==> src/rtl/seg_scan_driver.sv <==
// seg_scan_driver
//   Time-multiplexed 7-segment display driver. A prescaler divides clk_i
//   into digit slots of SCAN_DIV cycles; a digit index walks 0..DIGITS-1 and
//   the selected digit's code is decoded onto shared segment lines.
//   New display data is captured into a pending register by load_i and is
//   only promoted to the displayed (shadow) register at a frame boundary,
//   so a frame is never shown half old / half new.
//
//   Build option: define SEG_HEX_EN to decode codes 10..15 as A b C d E F;
//   when undefined those codes show a dark digit.
//
// Ports
//   clk_i    : clock, all state on rising edge
//   rst_i    : synchronous active-high reset
//   sym_i    : 4 bits per digit, digit k = sym_i[4k+3:4k], digit 0 rightmost
//   dp_i     : decimal-point request per digit, 1 = lit
//   load_i   : one-cycle strobe capturing sym_i / dp_i
//   blank_i  : level, 1 = display dark (scanning keeps running)
//   led_o    : segments a..g on [7:1] (a = bit 7), active-low, registered
//   dp_o     : decimal-point segment, active-low, registered
//   an_o     : digit enables, active-low one-cold, registered
//   frame_o  : one-cycle pulse in each frame-boundary cycle
module seg_scan_driver #(
   parameter int DIGITS   = 4,
   parameter int SCAN_DIV = 50000
) (
   input  logic                  clk_i,
   input  logic                  rst_i,
   input  logic [4*DIGITS-1:0]   sym_i,
   input  logic [DIGITS-1:0]     dp_i,
   input  logic                  load_i,
   input  logic                  blank_i,
   output logic [7:1]            led_o,
   output logic                  dp_o,
   output logic [DIGITS-1:0]     an_o,
   output logic                  frame_o
);

   localparam int PW = (SCAN_DIV > 1) ? $clog2(SCAN_DIV) : 1;
   localparam int IW = (DIGITS > 1) ? $clog2(DIGITS) : 1;
   localparam logic [PW-1:0] PRE_LAST = PW'(SCAN_DIV - 1);
   localparam logic [IW-1:0] IDX_LAST = IW'(DIGITS - 1);

   logic [PW-1:0]          pre_q, pre_d;
   logic [IW-1:0]          idx_q, idx_d;
   logic [4*DIGITS-1:0]    shd_sym_q, shd_sym_d;
   logic [DIGITS-1:0]      shd_dp_q, shd_dp_d;
   logic [4*DIGITS-1:0]    pnd_sym_q, pnd_sym_d;
   logic [DIGITS-1:0]      pnd_dp_q, pnd_dp_d;
   logic                   pnd_vld_q, pnd_vld_d;
   logic [7:1]             led_q, led_d;
   logic                   dp_q, dp_d;
   logic [DIGITS-1:0]      an_q, an_d;

   logic                   tick;
   logic                   boundary;
   logic [3:0]             cur_code;
   logic                   cur_dp;

   // abcdefg, active-low
   function automatic logic [7:1] seg_decode(input logic [3:0] code);
      logic [7:1] s;
      case (code)
         4'd0: s = 7'b0000001;
         4'd1: s = 7'b1001111;
         4'd2: s = 7'b0010010;
         4'd3: s = 7'b0000110;
         4'd4: s = 7'b1001100;
         4'd5: s = 7'b0100100;
         4'd6: s = 7'b0100000;
         4'd7: s = 7'b0001111;
         4'd8: s = 7'b0000000;
         4'd9: s = 7'b0000100;
`ifdef SEG_HEX_EN
         4'hA: s = 7'b0001000;
         4'hB: s = 7'b1100000;
         4'hC: s = 7'b0110001;
         4'hD: s = 7'b1000010;
         4'hE: s = 7'b0110000;
         default: s = 7'b0111000;   // 4'hF
`else
         default: s = 7'b1111111;
`endif
      endcase
      return s;
   endfunction

   always_comb begin
      tick     = (pre_q == PRE_LAST);
      boundary = tick && (idx_q == IDX_LAST);

      pre_d = tick ? '0 : pre_q + PW'(1);
      idx_d = idx_q;
      if (tick) idx_d = (idx_q == IDX_LAST) ? '0 : idx_q + IW'(1);

      // Pending capture: a boundary always drains the pending slot. A load in
      // the boundary cycle bypasses pending and goes straight to the shadow.
      shd_sym_d = shd_sym_q;
      shd_dp_d  = shd_dp_q;
      pnd_sym_d = pnd_sym_q;
      pnd_dp_d  = pnd_dp_q;
      pnd_vld_d = pnd_vld_q;
      if (boundary) begin
         if (load_i) begin
            shd_sym_d = sym_i;
            shd_dp_d  = dp_i;
         end else if (pnd_vld_q) begin
            shd_sym_d = pnd_sym_q;
            shd_dp_d  = pnd_dp_q;
         end
         pnd_vld_d = 1'b0;
      end else if (load_i) begin
         pnd_sym_d = sym_i;
         pnd_dp_d  = dp_i;
         pnd_vld_d = 1'b1;
      end

      // Digit select by compare avoids a variable-width index multiply.
      cur_code = 4'd0;
      cur_dp   = 1'b0;
      an_d     = '1;
      for (int k = 0; k < DIGITS; k++) begin
         if (idx_q == IW'(k)) begin
            cur_code = shd_sym_q[4*k +: 4];
            cur_dp   = shd_dp_q[k];
            an_d[k]  = 1'b0;
         end
      end

      led_d = seg_decode(cur_code);
      dp_d  = ~cur_dp;
      if (blank_i) begin
         led_d = '1;
         dp_d  = 1'b1;
         an_d  = '1;
      end
   end

   always_ff @(posedge clk_i) begin
      if (rst_i) begin
         pre_q     <= '0;
         idx_q     <= '0;
         shd_sym_q <= '0;
         shd_dp_q  <= '0;
         pnd_sym_q <= '0;
         pnd_dp_q  <= '0;
         pnd_vld_q <= 1'b0;
         led_q     <= '1;
         dp_q      <= 1'b1;
         an_q      <= '1;
      end else begin
         pre_q     <= pre_d;
         idx_q     <= idx_d;
         shd_sym_q <= shd_sym_d;
         shd_dp_q  <= shd_dp_d;
         pnd_sym_q <= pnd_sym_d;
         pnd_dp_q  <= pnd_dp_d;
         pnd_vld_q <= pnd_vld_d;
         led_q     <= led_d;
         dp_q      <= dp_d;
         an_q      <= an_d;
      end
   end

   assign led_o   = led_q;
   assign dp_o    = dp_q;
   assign an_o    = an_q;
   // Gated by rst_i so no pulse escapes in a cycle where reset is asserted.
   assign frame_o = boundary & ~rst_i;

endmodule

==> config.mk <==
export PLATFORM = sky130hd
export DESIGN_NAME = seg_scan_driver
export DESIGN_NICKNAME = d
export VERILOG_FILES = /design/src/rtl/seg_scan_driver.sv
export SDC_FILE = /design/constraint.sdc
export NUM_CORES = 1
export LEC_CHECK = 0
export CAP_MARGIN = 20
export CORE_MARGIN = 3
export CORE_UTILIZATION = 57
export CTS_CLUSTER_SIZE = 30
export DETAILED_ROUTE_END_ITERATION = 8
export PLACE_DENSITY = 0.8
export SETUP_SLACK_MARGIN = 0.4
export SLEW_MARGIN = 20
export SYNTH_ARGS = -nofsm -noshare
export SYNTH_HDL_FRONTEND = slang
export SYNTH_SLANG_ARGS = --single-unit
==> constraint.sdc <==
create_clock -name clk_i -period 2.44 [get_ports clk_i]
set_input_delay 0.488 -clock clk_i [delete_from_list [all_inputs] [get_ports clk_i]]
set_output_delay 0.488 -clock clk_i [all_outputs]
set_load 0.03 [all_outputs]
==> flow_metrics.tcl <==
set metrics [dict create \
    cts_tree "built" \
    drc 0 \
    h-tree-depth 3 \
    coreArea_mm2 0.00599 \
    routed_via_density 5.86 \
    syn_area_mm2 0.00359 \
    clk_pin_slew_ps 70 \
    crit_path_end_kind "primary output" \
    syn_inst 382 \
    cts_max_path_buffers 2 \
    synthToLayoutAreaGrowth_pct 20.4 \
    hold_viol 0 \
    fin_area_mm2 0.00432 \
    postRouteAntennaNets 0 \
    die_area_mm2 0.00728 \
    routed_wl_mm 7.77 \
    yosysSeqAreaShare_pct 39.6 \
    tns_ps 0 \
    worstMarginPinSlew_ps 906 \
    swShare_pct 24.5 \
    fillerInstances 443 \
    synthDistinctLibCells 44 \
    synthFlopType "dfxtp_1" \
    io_pins 37 \
    status "finished, final reports clean" \
    min_period_over_period_pct 85.1 \
    critPathKind "register to primary output" \
    insertion_delay_ps 350 \
    start_kind "register" \
    synth_area_per_cell_um2 9.39 \
    setup_viol 0 \
    place_congestion 0.796 \
    seq_power_share_pct 54.8 \
    port-buffer-count 36 \
    maxSlewViolCount 0 \
    cts.sinks 71 \
    cts-buffers-inserted 9 \
    placed_cell_area_mm2 0.00400 \
    ys_warn_count 0 \
    wl_per_cell_um 15.6 \
    synthesis.nets 417 \
    rsz0062_at_grt "yes" \
    crit_arrival_ps 1590 \
    firstDrtPassIters 4 \
    grt_overflow 0 \
    post-route-util_pct 72.1 \
    start_util_pct 59.9 \
    slew_headroom_pct 39.5 \
    root_buffer "clkbuf_8" \
    antennaDiodeCount 0 \
    ys_seq_elements 71 \
    ys_async_sr_fraction_pct 0 \
    die_h_um 85.3 \
    path_max_fanout 11 \
    drive_gt1_share_pct 22.0 \
    max_cap_violations 0 \
    peakVddDrop_uv 304 \
    grt_pass1_vias 2839 \
    power_switching_mw 0.538 \
    period_needed_ps 2080 \
    antenna_found_initial 0 \
    clkPwrFrac_pct 35.1 \
    p_leak_nw 1.55 \
    nNetsFinal 454 \
    die_w_um 85.3 \
    grt_max_degree 50 \
    dp_hpwl_mm 5.13 \
    combPwrFrac_pct 10.1 \
    fmax_mhz 481 \
    via_count 2910 \
    drt_iter0_drc 172 \
    worst_ep_required_time_ps 1950 \
    synth_edf_count 0 \
    p_int_mw 1.66 \
    rows 28 \
    hp-class "register to register" \
    grt_pass1_wl_mm 13.2 \
    layout_commonest_cell "dfxtp_1" \
    fin_skew_ps 6.39 \
    track_usage_pct 22.4 \
    layout_common_cells "dfxtp_1, nand2b_1, clkdlybuf4s50_1, buf_4, mux2i_1" \
    cellPowerDensity_mw_per_mm2 509 \
]
## metal layers
| metal | share of wire [%] | track usage (%) |
|---|---|---|
| met1 | 45 | 29.5 |
| met5 | 0 | 0 |
| met2 | 49 | 35.9 |
| met3 | 4.9 | 4.76 |
| met4 | 1.2 | 8.78 |
## cells in the mapped netlist, types with 5 or more instances
master,instances,area share (%)
nand4_1,5,0.87
inv_1,10,1.0
a21oi_1,8,1.1
buf_2,6,0.84
a31oi_1,20,3.5
nand3_1,7,0.98
nor3b_1,5,1.0
mux2_2,20,6.3
nand2_1,12,1.3
mux2i_1,23,6.4
buf_6,5,1.6
nor3_1,21,2.9
clkbuf_1,16,1.7
xor2_1,11,2.7
ha_1,11,3.8
dfxtp_1,71,40
nand2b_1,41,7.2
nor4_1,21,3.7
nor2_1,20,2.1
a211oi_1,6,1.3
## critical path, stage by stage, from the launching register on
cell	delay, ps
dfxtp_2	400
ha_4	230
buf_4	190
inv_1	70
nor3_2	160
buf_4	180
## state kept, by name, indices dropped and copies added (netlist names)
register   flops
pnd_sym_q     16
pre_q         16
shd_sym_q     16
led_o          7
an_o           4
pnd_dp_q       4
shd_dp_q       4
idx_q          2
dp_o           1
pnd_vld_q      1
## final timing paths
path / startpoint / end / slack, ps / depth (start not counted)
worst max-delay path: idx_q[0] / frame_o / 360 / 5
worst min-delay path: pnd_sym_q[14] / pnd_sym_q[14] / 470 / 2
worst max register to register: idx_q[0] / led_o[6] / 400 / 8
worst min register to register: pnd_sym_q[14] / pnd_sym_q[14] / 470 / 2
## power groups by stage
stage | logic, mW | registers [mW] | clock network (mW)
floorplan | 0.124 | 1.24 | 0
global placement | 0.208 | 1.23 | 0
detailed placement | 0.212 | 1.23 | 0
CTS | 0.221 | 1.21 | 0.770
global route | 0.242 | 1.21 | 0.833
finish | 0.222 | 1.21 | 0.772
## logic make-up (layout without fill, tap and decap cells)
group,after synthesis,in the layout,share of synthesized area (%)
AOI/OAI and AO/OA,48,48,9.35
xor gates and xnor gates,13,13,3.17
muxes,43,43,12.7
DFF,71,71,39.6
adders and majority gates,11,11,3.84
and+or+nand+nor,153,153,25.2
buffers and inverters,43,83,6.14
## through the flow
stage	setup slack (ps)	std cells	total power, mW	hold slack (ps)
after floorplan	350	382	1.37	426
after global placement	143	476	1.44	441
after detailed placement	225	476	1.45	455
after CTS	320	495	2.20	476
after global routing	249	497	2.28	504
final	362	497	2.20	473
## area by class of cell
type / count / area, um2 / area share (%)
clock inverter: 2 / 10.0 / 0.232
tap: 75 / 93.8 / 2.17
clock buffer: 12 / 135 / 3.13
multi-input combinational: 268 / 2080 / 48.1
inverter: 10 / 37.5 / 0.869
timing repair buffer: 59 / 526 / 12.2
sequential: 71 / 1440 / 33.3
## repair_timing
item,in CTS,in global routing
setup endpoints to repair,24,24
hold buffers,0,0
buffers inserted,5,2
hold endpoints to repair,0,0
pin swaps,7,4
gates resized for setup,22,11
(Power assumes the default switching activity.)
==> RTL change 1: new RTL, same settings <==
Build with the macro `SEG_HEX_EN` defined.
--- a/src/rtl/seg_scan_driver.sv
+++ b/src/rtl/seg_scan_driver.sv
@@ -22,2 +22,4 @@
 //   frame_o  : one-cycle pulse in each frame-boundary cycle
+`define SEG_HEX_EN
+
 module seg_scan_driver #(
Behaviour: same outputs for any inputs over 10 cycles, from zero or initial values and one cycle with rst_i high; that may be too few to reach the edited logic, so the function may still have changed.
==> RTL change 1 against the original RTL <==
  * The flow now finishes with violations (setup timing)
  * Wire length increased by 46%
  * Worst setup slack got worse by 660 ps
  * Clock power increased by 55%
  * First-iteration DRC count increased by 57%
  * Area after synthesis decreased by 8.2%
  * Via count increased by 6.7%
  * Sequential cell count unchanged
  * Die area decreased by 7.7%
  * Final area increased by 12%
  * Fmax decreased by 24%
  * Total power increased by 20%
  * Critical path type is now flip-flop to flip-flop
  * Critical endpoint is now shd_dp_q[3]
  * Largest power group unchanged
==> RTL change 1: results (changes against the original RTL) <==
fraction of layout cells with a size suffix above 1 36.6% (+15 points); total instance count after detailed placement 442 (-7.1%); final setup skew 18.2 ps (+11.9 ps); worst min path class flip-flop to flip-flop; initial DRC count 270 (+57%); yosys synthesis warning count 0 (unchanged); CTS Root Buffer Type sky130_fd_sc_hd__clkbuf_8; Worst IR Drop VDD 0.636 mV (+110%); crit path kind flip-flop to flip-flop; cell types with the largest area share after synthesis sky130_fd_sc_hd__dfxtp_1, sky130_fd_sc_hd__mux2i_1, sky130_fd_sc_hd__nor2_1; largest net degree at the start of global routing 44 (-12%); max_slew headroom 68.5% (+29 points); fraction of synthesis flops using an asynchronous set or reset pin 0% (unchanged); total iterations of the first detailed-routing run 5 (+1); global-route total usage across every layer 26.9% (+4.5 points); TritonCTS Buffers 9 (unchanged); Final setup violation count 41 (+41); Post-Syn Nets 372 (-11%); number of antenna violations at the first check in global routing 0 (unchanged); number of buffer cells added on primary ports 36 (unchanged); final wirelength 11.4 mm (+46%); worst min-delay path startpoint pre_q[0]; Crit-path slowest cell sky130_fd_sc_hd__or4b_1; final net count 453 (-0.22%); Slowest Stage Delay on Critical Path 450 ps (+50 ps); number of diodes added for antenna fixing 0 (unchanged); Max Root-Sink Buffers 2 (unchanged); commonest cells in the netlist sky130_fd_sc_hd__dfxtp_1, sky130_fd_sc_hd__nor2_1, sky130_fd_sc_hd__mux2i_1; Crit Reg-Reg Endpoint shd_dp_q[3]; hold path depth 1 (-1); number of standard cells after synthesis 337 (-12%); Max FO, Critical Path 5 (-6); Reg2Reg Depth 11 (+3); Worst Path Arrival 2970 ps (+1380 ps); beginning of the critical path pre_q[14]; final-layout fill cell count 249 (-44%); placed wire-length estimate 4.32 mm (-16%); gpl congestion 0.785 (-1.4%); status finished with violations; Clock H-tree levels 3 (unchanged); violated checks setup timing; Pleak 0.00186 uW (+20%); largest registers ranked by flip-flop count pnd_sym_q: 16 flops, pre_q: 16 flops, shd_sym_q: 16 flops; total vias in the final route 3105 (+6.7%); vias in the first global route 2728 (-3.9%); family with the most delay on the worst path simple AND/OR/NAND/NOR gates; Placed Instance Area 3780 um2 (-5.4%); synth unique cells 39 (-11%); number of standard cells in the layout, taps in and fillers out 495 (-0.40%); fraction of the yosys area taken by sequential cells 43.2% (+3.6 points); clock latency of the later-clocked register in the worst-skew pair 360 ps; Setup WS post-layout -302 ps (-665 ps); max-capacitance violation count 0 (unchanged); setup TNS -8690 ps (-8690 ps); first-pass GRT wire length 13.4 mm (+1.1%); clock transition at the registers of the reported paths 80 ps
==> RTL change 1: metrics by stage <==
stage / worst slack, ps / utilization [%]
2_1_floorplan: -3.11 / -
3_3_place_gp: 105 / 68.2
3_5_place_dp: 93.1 / 68.2
4_1_cts: -237 / 80.5
5_1_grt: -335 / 87.2
6_report: -302 / 87.2
==> RTL change 1: report_power, final <==
part           switching, uW  total [uW]  internal (uW)  leakage, uW
registers               18.4        1210           1190     0.000582
logic                    111         238            127      0.00115
clock network            488        1200            714     0.000124
total                    617        2650           2030      0.00186
==> RTL change 1: cells by family (layout without fill, tap and decap cells) <==
group | Yosys count | in the layout | share of synthesized area [%]
buffers and inverters | 30 | 116 | 5.13
DFF | 71 | 71 | 43.2
muxes | 66 | 66 | 20.9
and+or+nand+nor | 121 | 121 | 17.6
AOI/OAI and AO/OA | 24 | 24 | 5.32
xor gates and xnor gates | 14 | 14 | 3.72
adders and majority gates | 11 | 11 | 4.18
==> RTL change 1: how the worst min path moves through the flow <==
stage	endpoint	slack, ps
after global placement	pre_q[0]	440
final	pre_q[0]	440
after detailed placement	pre_q[0]	450
after floorplan	pre_q[0]	430
after CTS	pre_q[0]	470
after global routing	pre_q[0]	460
==> RTL change 1: repair_timing <==
action,CTS,global route
gates resized for setup,41,59
buffers inserted,15,14
cloned,7,1
pin swaps,6,6
endpoints found under the setup margin,64,67
hold buffers,0,0
endpoints found under the hold margin,0,0
==> RTL change 1: final cells by class <==
class                      count  area [um2]  share of cell area [%]
clock buffer                  10         138                    2.85
clock inverter                 6         115                    2.38
inverter                      10        42.5                   0.881
multi-input combinational    236        2000                    41.5
sequential                    71        1430                    29.7
tap                           72        90.1                    1.87
timing repair buffer          90        1010                    20.8
==> RTL change 1: routing by layer <==
layer,vias to the layer above,part of all wire [%],GRT usage [%]
met1,1527,39,32.2
met2,206,49,46.6
met4,0,3.8,9.47
li1,1319,-,-
met3,53,8.4,6.58
met5,-,0,0
==> RTL change 2: new RTL, config.mk and constraints unchanged <==
Made on the original files. Make the reset (`rst_i`) asynchronous in one clocked block. Comments in the files are not updated.
--- a/src/rtl/seg_scan_driver.sv
+++ b/src/rtl/seg_scan_driver.sv
@@ -138,3 +138,3 @@
 
-   always_ff @(posedge clk_i) begin
+   always_ff @(posedge clk_i or posedge rst_i) begin
       if (rst_i) begin
Function: differs if rst_i is asserted again (counterexample within 4 cycles, from zero or initial values and one cycle with rst_i high); with rst_i held inactive, the same outputs for 10 cycles.
==> RTL change 2 against the original RTL <==
  * Synthesized cell count fell by 23%
  * Final area rose by 2.6%
  * Area after synthesis fell by 7.1%
  * Core utilization rose by 7.4 points
  * Sequential cell count did not move
  * Wire length fell by 10%
  * Sequential share of layout area rose by 7.2 points
  * Total power rose by 18%
  * Non-clock buffer count rose by 3
  * Worst setup slack got worse by 320 ps
  * Critical path type unchanged
  * Largest cell class is now sequential cells
==> RTL change 2: results (changes against the original RTL) <==
switching power 556 uW (+3.2%); final net count 390 (-14%); fraction of the yosys area taken by sequential cells 53.8% (+14 points); global-route total usage across every layer 21.9% (-0.54 points); max-capacitance violation count 0 (unchanged); vias in the first global route 2272 (-20%); fraction of layout cells with a size suffix above 1 28.6% (+6.6 points); Crit Reg-Reg Endpoint shd_sym_q[7]; synthesized-area fraction occupied by xor and xnor cells 3.15% (-0.021 points); clock transition at the registers of the reported paths 80 ps; gpl congestion 0.787 (-1.1%); Worst IR Drop VDD 0.622 mV (+100%); status finished clean; final setup skew 11.6 ps (+5.23 ps); fraction of synthesis flops using an asynchronous set or reset pin 100% (+100 points); number of antenna violations at the first check in global routing 0 (unchanged); Slowest Stage Delay on Critical Path 540 ps (+140 ps); Pleak 0.00201 uW (+30%); largest net degree at the start of global routing 72 (+44%); final wirelength 6.99 mm (-10%); commonest cells in the netlist sky130_fd_sc_hd__dfrtp_1, sky130_fd_sc_hd__nand2_1, sky130_fd_sc_hd__mux2i_1; first-pass GRT wire length 10.8 mm (-18%); switch share 21.3% (-3.2 points); total iterations of the first detailed-routing run 4 (unchanged); Crit-path slowest cell sky130_fd_sc_hd__or4b_4; adder-cell area share of the yosys netlist 4.13% (+0.29 points); via count normalized by instance count 5.54 (-5.4%); highest-power group registers; number of diodes added for antenna fixing 0 (unchanged); initial DRC count 138 (-20%); routed length per placed instance 16.2 um (+3.6%); largest registers ranked by flip-flop count pnd_sym_q: 16 flops, pre_q: 16 flops, shd_sym_q: 16 flops; Flop pwr share 47.6% (-7.2 points); Max FO, Critical Path 3 (-8); Synth Area per Inst 11.3 um2 (+20%); hold slack final 490 ps (+17.5 ps); reg-to-reg setup timing slack 270 ps (-130 ps); EDFF count, synth 0 (unchanged); placed wire-length estimate 4.21 mm (-18%); worst r2r src pre_q[7]; complex-gate fraction of the synthesized area 7.81% (-1.5 points); family with the most delay on the worst path simple AND/OR/NAND/NOR gates; setup TNS 0 ps (unchanged); synth unique cells 42 (-4.5%); cell types with the largest area share after synthesis sky130_fd_sc_hd__dfrtp_1, sky130_fd_sc_hd__dfstp_2, sky130_fd_sc_hd__mux2i_1; worst min-delay path startpoint pre_q[0]; TritonCTS Buffers 9 (unchanged); Clock H-tree levels 3 (unchanged); Placed Instance Area 3880 um2 (-2.9%); hold path depth 1 (-1); max_slew headroom 61.5% (+22 points); Clock power frac 44.1% (+9.0 points); total instance count after detailed placement 398 (-16%); number of buffer cells added on primary ports 36 (unchanged); Reg2Reg Depth 7 (-1); multiplexer share of the synthesized area 14.9% (+2.2 points); Post-Syn Nets 331 (-21%); sink of the worst hold path pre_q[0]
[RTL change 2: worst max-delay path by stage]
| stage | endpoint | startpoint | slack, ps |
|---|---|---|---|
| 3_5_place_dp | led_o[7] | idx_q[0] | 240 |
| 5_1_grt | frame_o | pre_q[4] | -50 |
| 3_3_place_gp | pnd_dp_q[1] | pre_q[4] | 360 |
| 6_report | frame_o | pre_q[7] | 40 |
| 4_1_cts | frame_o | pre_q[11] | 10 |
| 2_1_floorplan | frame_o | pre_q[4] | 290 |
[RTL change 2: what timing repair did]
action                     CTS  global route
gates cloned                 1             0
setup endpoints to repair   48            57
pin swaps                    2            13
buffers inserted             2            15
resized for setup           18            28
[RTL change 2: logic make-up (layout without fill, tap and decap cells)]
logic type,after synthesis,count (layout)
buffers and inverters,25,89
adders and majority gates,11,11
and+or+nand+nor,84,84
DFF,71,71
xor gates and xnor gates,12,12
AOI/OAI and AO/OA,46,46
muxes,47,47
[RTL change 2: metal layers]
metal,global-route usage (%),share of wire [%],vias to the layer above
met3,5.64,4.8,15
met1,27.9,42,1183
met5,0,0,-
met4,10.5,2.8,0
met2,34.8,50,61
li1,-,-,1133
[RTL change 2: cell type report]
cell class	count	area [um2]
multi-input cells	200	1630
inverters	11	50.0
clock inverters	5	105
clock buffers	11	141
well taps	72	90.1
fillers	343	1140
flip-flops and latches	71	1790
repair buffers	62	622
[RTL change 2: metrics by stage]
step | util [%] | worst slack (ps)
2_1_floorplan | - | 292
3_3_place_gp | 69.6 | 357
3_5_place_dp | 69.6 | 239
4_1_cts | 76.0 | 10.9
5_1_grt | 79.5 | -52.7
6_report | 79.5 | 38.4
